===== src/rtl/marquee_pkg.sv =====
// marquee_pkg: letter codes, mode encodings and window geometry shared by the marquee blocks.
package marquee_pkg;
    localparam int MSG_LEN = 6;
    localparam int WIN_LEN = 4;
    localparam logic [3:0] L_P = 4'd0;
    localparam logic [3:0] L_L = 4'd1;
    localparam logic [3:0] L_A = 4'd2;
    localparam logic [3:0] L_Y = 4'd3;
    localparam logic [3:0] L_U = 4'd4;
    localparam logic [3:0] L_S = 4'd5;
    localparam logic [3:0] L_E = 4'd6;
    localparam logic [3:0] L_H = 4'd7;
    localparam logic [3:0] L_O = 4'd8;
    localparam logic [3:0] L_BLANK = 4'hF;
    typedef enum logic [1:0] {
        MODE_PLAY  = 2'd0,
        MODE_PAUSE = 2'd1,
        MODE_HELLO = 2'd2,
        MODE_BLANK = 2'd3
    } mode_e;
    // Inputs never exceed (MSG_LEN-1) + (WIN_LEN-1), so a single subtraction suffices.
    function automatic logic [2:0] mod6(input logic [3:0] v);
        return (v >= 4'd6) ? 3'(v - 4'd6) : v[2:0];
    endfunction
endpackage


===== src/rtl/msg_rom.sv =====
// msg_rom: combinational (mode, index) to letter-code lookup for one display digit.
module msg_rom
    import marquee_pkg::*;
(
    input  logic [1:0] mode,
    input  logic [2:0] idx,
    output logic [3:0] code
);
    // Index 0 sits in the low nibble; entries 6 and 7 pad the table to a power of two.
    localparam logic [31:0] MSG_PLAY  = {L_BLANK, L_BLANK, L_BLANK, L_BLANK, L_Y, L_A, L_L, L_P};
    localparam logic [31:0] MSG_PAUSE = {L_BLANK, L_BLANK, L_BLANK, L_E, L_S, L_U, L_A, L_P};
    localparam logic [31:0] MSG_HELLO = {L_BLANK, L_BLANK, L_BLANK, L_O, L_L, L_L, L_E, L_H};
    localparam logic [31:0] MSG_BLANK = {8{L_BLANK}};

    logic [31:0] msg;

    assign msg  = (mode == MODE_PLAY)  ? MSG_PLAY  :
                  (mode == MODE_PAUSE) ? MSG_PAUSE :
                  (mode == MODE_HELLO) ? MSG_HELLO : MSG_BLANK;
    assign code = msg[{idx, 2'b00} +: 4];
endmodule


===== src/rtl/marquee_ctrl.sv =====
// marquee_ctrl: 4-digit status-message generator with optional right-to-left scrolling.
// Scrolling, freeze and wrap are enabled by defining MARQUEE_SCROLL_EN; otherwise every mode is static.
module marquee_ctrl
    import marquee_pkg::*;
#(
    parameter int TICK_DIV = 25_000_000
) (
    input  logic       clk,
    input  logic       rst_n,
    input  logic [1:0] mode,
    input  logic       freeze,
    output logic [3:0] BCD3,
    output logic [3:0] BCD2,
    output logic [3:0] BCD1,
    output logic [3:0] BCD0,
    output logic       wrap
);
    logic [1:0] mode_q;
    logic [1:0] rom_mode;
    logic [2:0] base;
    logic       chg;
    logic [3:0] disp [WIN_LEN];
    logic [3:0] win  [WIN_LEN];

    assign chg = mode != mode_q;

`ifdef MARQUEE_SCROLL_EN
    localparam int CW = $clog2(TICK_DIV);
    localparam logic [CW-1:0] LAST = CW'(TICK_DIV - 1);

    logic [CW-1:0] cnt;
    logic [2:0]    pos;
    logic [2:0]    pos_nx;
    logic          scroll;
    logic          step;

    assign pos_nx   = (pos == 3'(MSG_LEN - 1)) ? 3'd0 : pos + 3'd1;
    assign scroll   = (mode_q == MODE_PAUSE) || (mode_q == MODE_HELLO);
    assign step     = scroll && (cnt == LAST);
    // The ROMs look ahead: the new mode at window 0 on a change, else the next scroll window.
    assign rom_mode = chg ? mode : mode_q;
    assign base     = chg ? 3'd0 : pos_nx;
`else
    logic unused_freeze;

    assign unused_freeze = freeze;
    assign rom_mode      = mode;
    assign base          = 3'd0;
`endif

    for (genvar i = 0; i < WIN_LEN; i++) begin : g_dig
        logic [2:0] idx;
        assign idx = mod6({1'b0, base} + 4'(i));
        msg_rom u_rom (.mode(rom_mode), .idx(idx), .code(win[i]));
    end

    always_ff @(posedge clk or negedge rst_n) begin
        if (!rst_n) begin
            mode_q <= MODE_BLANK;
            disp   <= '{default: L_BLANK};
            wrap   <= 1'b0;
`ifdef MARQUEE_SCROLL_EN
            cnt    <= '0;
            pos    <= '0;
`endif
        end else if (chg) begin
            mode_q <= mode;
            disp   <= win;
            wrap   <= 1'b0;
`ifdef MARQUEE_SCROLL_EN
            cnt    <= '0;
            pos    <= '0;
        end else if (freeze) begin
            wrap   <= 1'b0;
        end else if (step) begin
            cnt    <= '0;
            pos    <= pos_nx;
            disp   <= win;
            wrap   <= pos_nx == 3'd0;
        end else begin
            cnt    <= scroll ? cnt + 1'b1 : '0;
            wrap   <= 1'b0;
`else
        end else begin
            wrap   <= 1'b0;
`endif
        end
    end

    assign BCD3 = disp[0];
    assign BCD2 = disp[1];
    assign BCD1 = disp[2];
    assign BCD0 = disp[3];
endmodule


===== config.mk =====
export PLATFORM = sky130hd
export DESIGN_NAME = marquee_ctrl
export DESIGN_NICKNAME = d
export VERILOG_FILES = /design/src/rtl/marquee_pkg.sv /design/src/rtl/msg_rom.sv /design/src/rtl/marquee_ctrl.sv
export SDC_FILE = /design/constraint.sdc
export NUM_CORES = 1
export LEC_CHECK = 0
export CAP_MARGIN = 40
export CORE_AREA = 2 2 39 41
export CTS_BUF_LIST = sky130_fd_sc_hd__clkbuf_8
export DETAILED_ROUTE_END_ITERATION = 12
export DIE_AREA = 0 0 41 43
export PLACE_DENSITY = 0.69
export SYNTH_ARGS = -nofsm -noshare
export SYNTH_HDL_FRONTEND = slang
export SYNTH_SLANG_ARGS = --single-unit
export TNS_END_PERCENT = 100

===== constraint.sdc =====
create_clock -name clk -period 1.81 [get_ports clk]
set_input_delay 0.2715 -clock clk [delete_from_list [all_inputs] [get_ports clk]]
set_output_delay 0.2715 -clock clk [all_outputs]
set_load 0.01 [all_outputs]

Word-level counts from Yosys, hierarchy flattened

Index checks and enable logic that the tools add are counted.

Memory bits (read-only): 0
Memories: 0
RAM bits: 0
Word-level logic and storage cells: 12
Bits in registers: 18
Input port bits: 5
Output and inout bits: 17
Bits in latches: 0

Reductions and logical operators: 1
Add/subtract/negate cells: 0
Shift operators: 0
Muxes and demuxes: 3
Multiply operators: 0
Order comparisons: 0
Bitwise logic cells: 0
Div/mod/pow operators: 0
Equality and inequality tests: 3

Operators with widths:

| cell                                                                  | count |
|---|---|
| 16-bit two-way mux                                                    | 3 |
| 2-bit by 1-bit equality test with 1-bit output, second input constant | 1 |
| 2-bit equality test, second input constant                            | 1 |
| 2-bit logical NOT                                                     | 1 |
| 2-bit != test                                                         | 1 |

Logic depth before layout (Yosys ltp)

Word-level depth: 4
Mapped depth: 4
Mapped depth without buffers: 4

Hierarchy

Synthesis repeated with hierarchy kept, for this count alone.

Cell total of the unflattened synthesis: 143
Area total of the unflattened synthesis: 1468.9 µm²

Modules (own cells, without submodules):

| module       | area each (µm²) | cells an instance | times used | sequential area each (µm²) |
|---|---|---|---|---|
| marquee_ctrl | 748.2           | 43                | 1          | 473.0 |
| msg_rom      | 180.2           | 25                | 4          | 0.0 |

Least setup slack after synthesis

OpenSTA, ideal clock, no wires.

Path type: register to register
Start: register mode_q[1]
End: register disp, in the netlist BCD0[3]
Path slack: 0.667 ns
Setup time: 0.082 ns
Stages on the path, launching flop included: 4
Clock period less this slack: 1.143 ns
Path buffers: 0
Data arrival time: 1.061 ns
Data required time: 1.728 ns
Cells stage by stage: dfstp_2 xnor2_1 nand2_2 mux2_4

Cells in the longest elaborated chain, start to end: 1

Ends and longest elaborated chain:

| item                   | line               | text |
|---|---|---|
| from (decl)            | marquee_ctrl.sv:18 | `logic [1:0] mode_q;` |
| from (signal assigned) | marquee_ctrl.sv:67 | `mode_q <= mode;` |
| 2-bit != test          | marquee_ctrl.sv:25 | `assign chg = mode != mode_q;` |
| to (signal assigned)   | marquee_ctrl.sv:68 | `disp <= win;` |
| to (decl)              | marquee_ctrl.sv:22 | `logic [3:0] disp [WIN_LEN];` |

Every way passes these cells.
A chain may end at the register's enable or synchronous reset.

==> results.json <==
{
  "run_status": "finished clean",
  "async_reset_ff_share_pct": 100,
  "vias": 253,
  "synth_common_cells": "buf_4 (12), dfstp_2 (7), ha_1 (4), inv_1 (4), mux2_4 (3)",
  "finalClockSkew_ns": 0.00137,
  "finalSetupTns_ns": 0,
  "start_util_pct": 33.1,
  "pre_cts_ws_ns": 0.251,
  "core-area_mm2": 0.00138,
  "overflow": 0,
  "swShare_pct": 24.3,
  "avgSynthCellArea_um2": 11.2,
  "gp_congestion": 0.685,
  "synth_flop_cell": "dfstp_2",
  "wl_per_cell_um": 9.22,
  "crit_buf_inv": 1,
  "maxClockFrequency_mhz": 627,
  "seq_power_share_pct": 35.0,
  "netlist_top_cells_area": "dfstp_2 (40%), buf_4 (20%), ha_1 (11%)",
  "yosysMostFrequentCell": "buf_4",
  "fp.dieH_um": 43,
  "finalMaxSlewViolations": 0,
  "cp-start-kind": "register",
  "vias_per_cell": 3.89,
  "grt_use_total_pct": 7.70,
  "place_inst": 61,
  "wl_um": 599,
  "die-area_mm2": 0.00176,
  "cap_viol_max_count": 0,
  "finalCriticalPeriod_ns": 1.59,
  "grt_pass1_wl_um": 890,
  "drcViolationCount": 0,
  "antenna_left": 0,
  "synth_seq_area_share_pct": 40.2,
  "worstPathMaxFanout": 6,
  "grt_pass1_vias": 198,
  "final_nets": 59,
  "drt_iter0_markers": 6,
  "io_pins": 22,
  "end_kind": "primary output",
  "syn_inst": 41,
  "combPwrFrac_pct": 29.0,
  "layout-drive-gt1-share_pct": 28.6,
  "finalCritPeriodShare_pct": 88.1,
  "worst-setup-path-type": "reg -> out",
  "setup_viol": 0,
  "yosys_warnings": 0,
  "rsz0062_at_grt": "no",
  "yosysTopAreaCellShare_pct": 40.2,
  "cts_tree": "done",
  "clk_pin_slew_ns": 0.04,
  "p_int_w": 0.000439,
  "path_delay_family": "flip-flops",
  "first_pass_iters": 2,
  "cts-root-buf": "clkbuf_8",
  "cp.arrival_ns": 1.32,
  "post_cts.repair.setup_buffers": 0,
  "worstPathCellList": "clkdlybuf4s50_1",
  "hold_path_class": "reg -> reg",
  "cts.repair.resized": 0,
  "critPathMaxStageDelay_ns": 0.56,
  "antenna_cells": 0,
  "worstPathRequired_ns": 1.54,
  "netlist.top_cell.by_area": "dfstp_2",
  "die_x_um": 41,
  "p_switching_w": 0.000141,
  "r2r_slack_ns": 0.62,
  "antenna_found_initial": 0,
  "syn_area_um2": 458,
  "cts.path.max_buffers": 2,
  "synth_edf_count": 0,
  "areaGrowthSynthToFinish_pct": 30.6,
  "clock_sinks": 7,
  "grt_max_degree": 8,
  "worst_ir_drop_vdd_mv": 0.367,
  "slowest_stage": "dfstp_2",
  "clkPwrFrac_pct": 36.1,
  "hold_buffers": 0,
  "synth_nets": 50,
  "ys_ff_latch": 7,
  "clk_latency_ns": 0.22,
  "rows": 14,
  "fin_cells": 65,
  "cts_max_level": 1,
  "synth_cell_type_count": 12,
  "final_hold_viol_count": 0,
  "cts_inserted_buffers": 3,
  "power.density_mw_per_mm2": 969,
  "port_buffers": 18,
  "setup_slack_ns": 0.215,
  "leakage_nw": 0.285
}
## routing by layer
layer	GRT usage (%)	share of wire (%)
met3	1.57	11
met2	9.06	40
met1	11.6	48
met5	0	0
met4	6.00	1.2
## power groups by stage
| stage | logic (W) | registers [W] | clock network [W] |
|---|---|---|---|
| 5_1_grt | 0.000183 | 0.000206 | 0.000226 |
| 6_report | 0.000168 | 0.000203 | 0.000209 |
| 4_1_cts | 0.000170 | 0.000203 | 0.000215 |
| 3_5_place_dp | 0.000170 | 0.000205 | 0 |
| 3_3_place_gp | 0.000168 | 0.000203 | 0 |
| 2_1_floorplan | 0.000106 | 0.000211 | 0 |
## sequential cells by signal, summed over array words and instances (netlist names)
signal,cells
BCD0,1
BCD1,3
mode_q,2
BCD2,1
## cell families after synthesis
family                   Yosys count  synth area share, %
XOR/XNOR                           2                 3.83
multiplexers                       5                 14.2
AND/OR/NAND/NOR                    3                 3.01
adder cells (fa/ha/maj)            4                 10.9
buffers and inverters             18                 26.2
other                              2                 1.64
flip-flops                         7                 40.2
## placed cells by master (no fill, tap or decap)
| master | instances |
|---|---|
| ha_1 | 4 |
| mux2_4 | 3 |
| xnor2_1 | 2 |
| nand2_2 | 1 |
| nor2_1 | 2 |
| dfstp_2 | 7 |
| inv_1 | 5 |
| conb_1 | 2 |
| clkbuf_8 | 3 |
| clkdlybuf4s50_1 | 18 |
| mux2i_1 | 2 |
## worst paths after layout
kind,cells past startpoint,end,startpoint
setup / recovery,1,BCD2[2],BCD1[0]
hold / removal,2,BCD2[1],BCD2[1]
setup reg to reg,3,BCD1[2],mode_q[0]
hold reg to reg,2,BCD2[1],BCD2[1]
max in group asynchronous,1,mode_q[0],rst_n
min in group asynchronous,1,BCD1[1],rst_n
## final cells by class
class | instances | area [µm²]
fill | 138 | 786
clock buffer | 3 | 41.3
timing repair buffer | 18 | 180
inverter | 4 | 15.0
multi-input combinational | 16 | 154
tap | 16 | 20.0
sequential | 7 | 184
clock inverter | 1 | 3.75
## stage by stage
stage,area (µm²),utilization (%),hold WS (ns),power [W]
2_1_floorplan,458,-,0.124,0.000316
3_3_place_gp,553,40.0,0.455,0.000371
3_5_place_dp,553,40.0,0.457,0.000375
4_1_cts,598,43.2,0.467,0.000589
5_1_grt,598,43.2,0.483,0.000614
6_report,598,43.2,0.462,0.000580
Note: power is estimated with default switching activity, not from simulation.
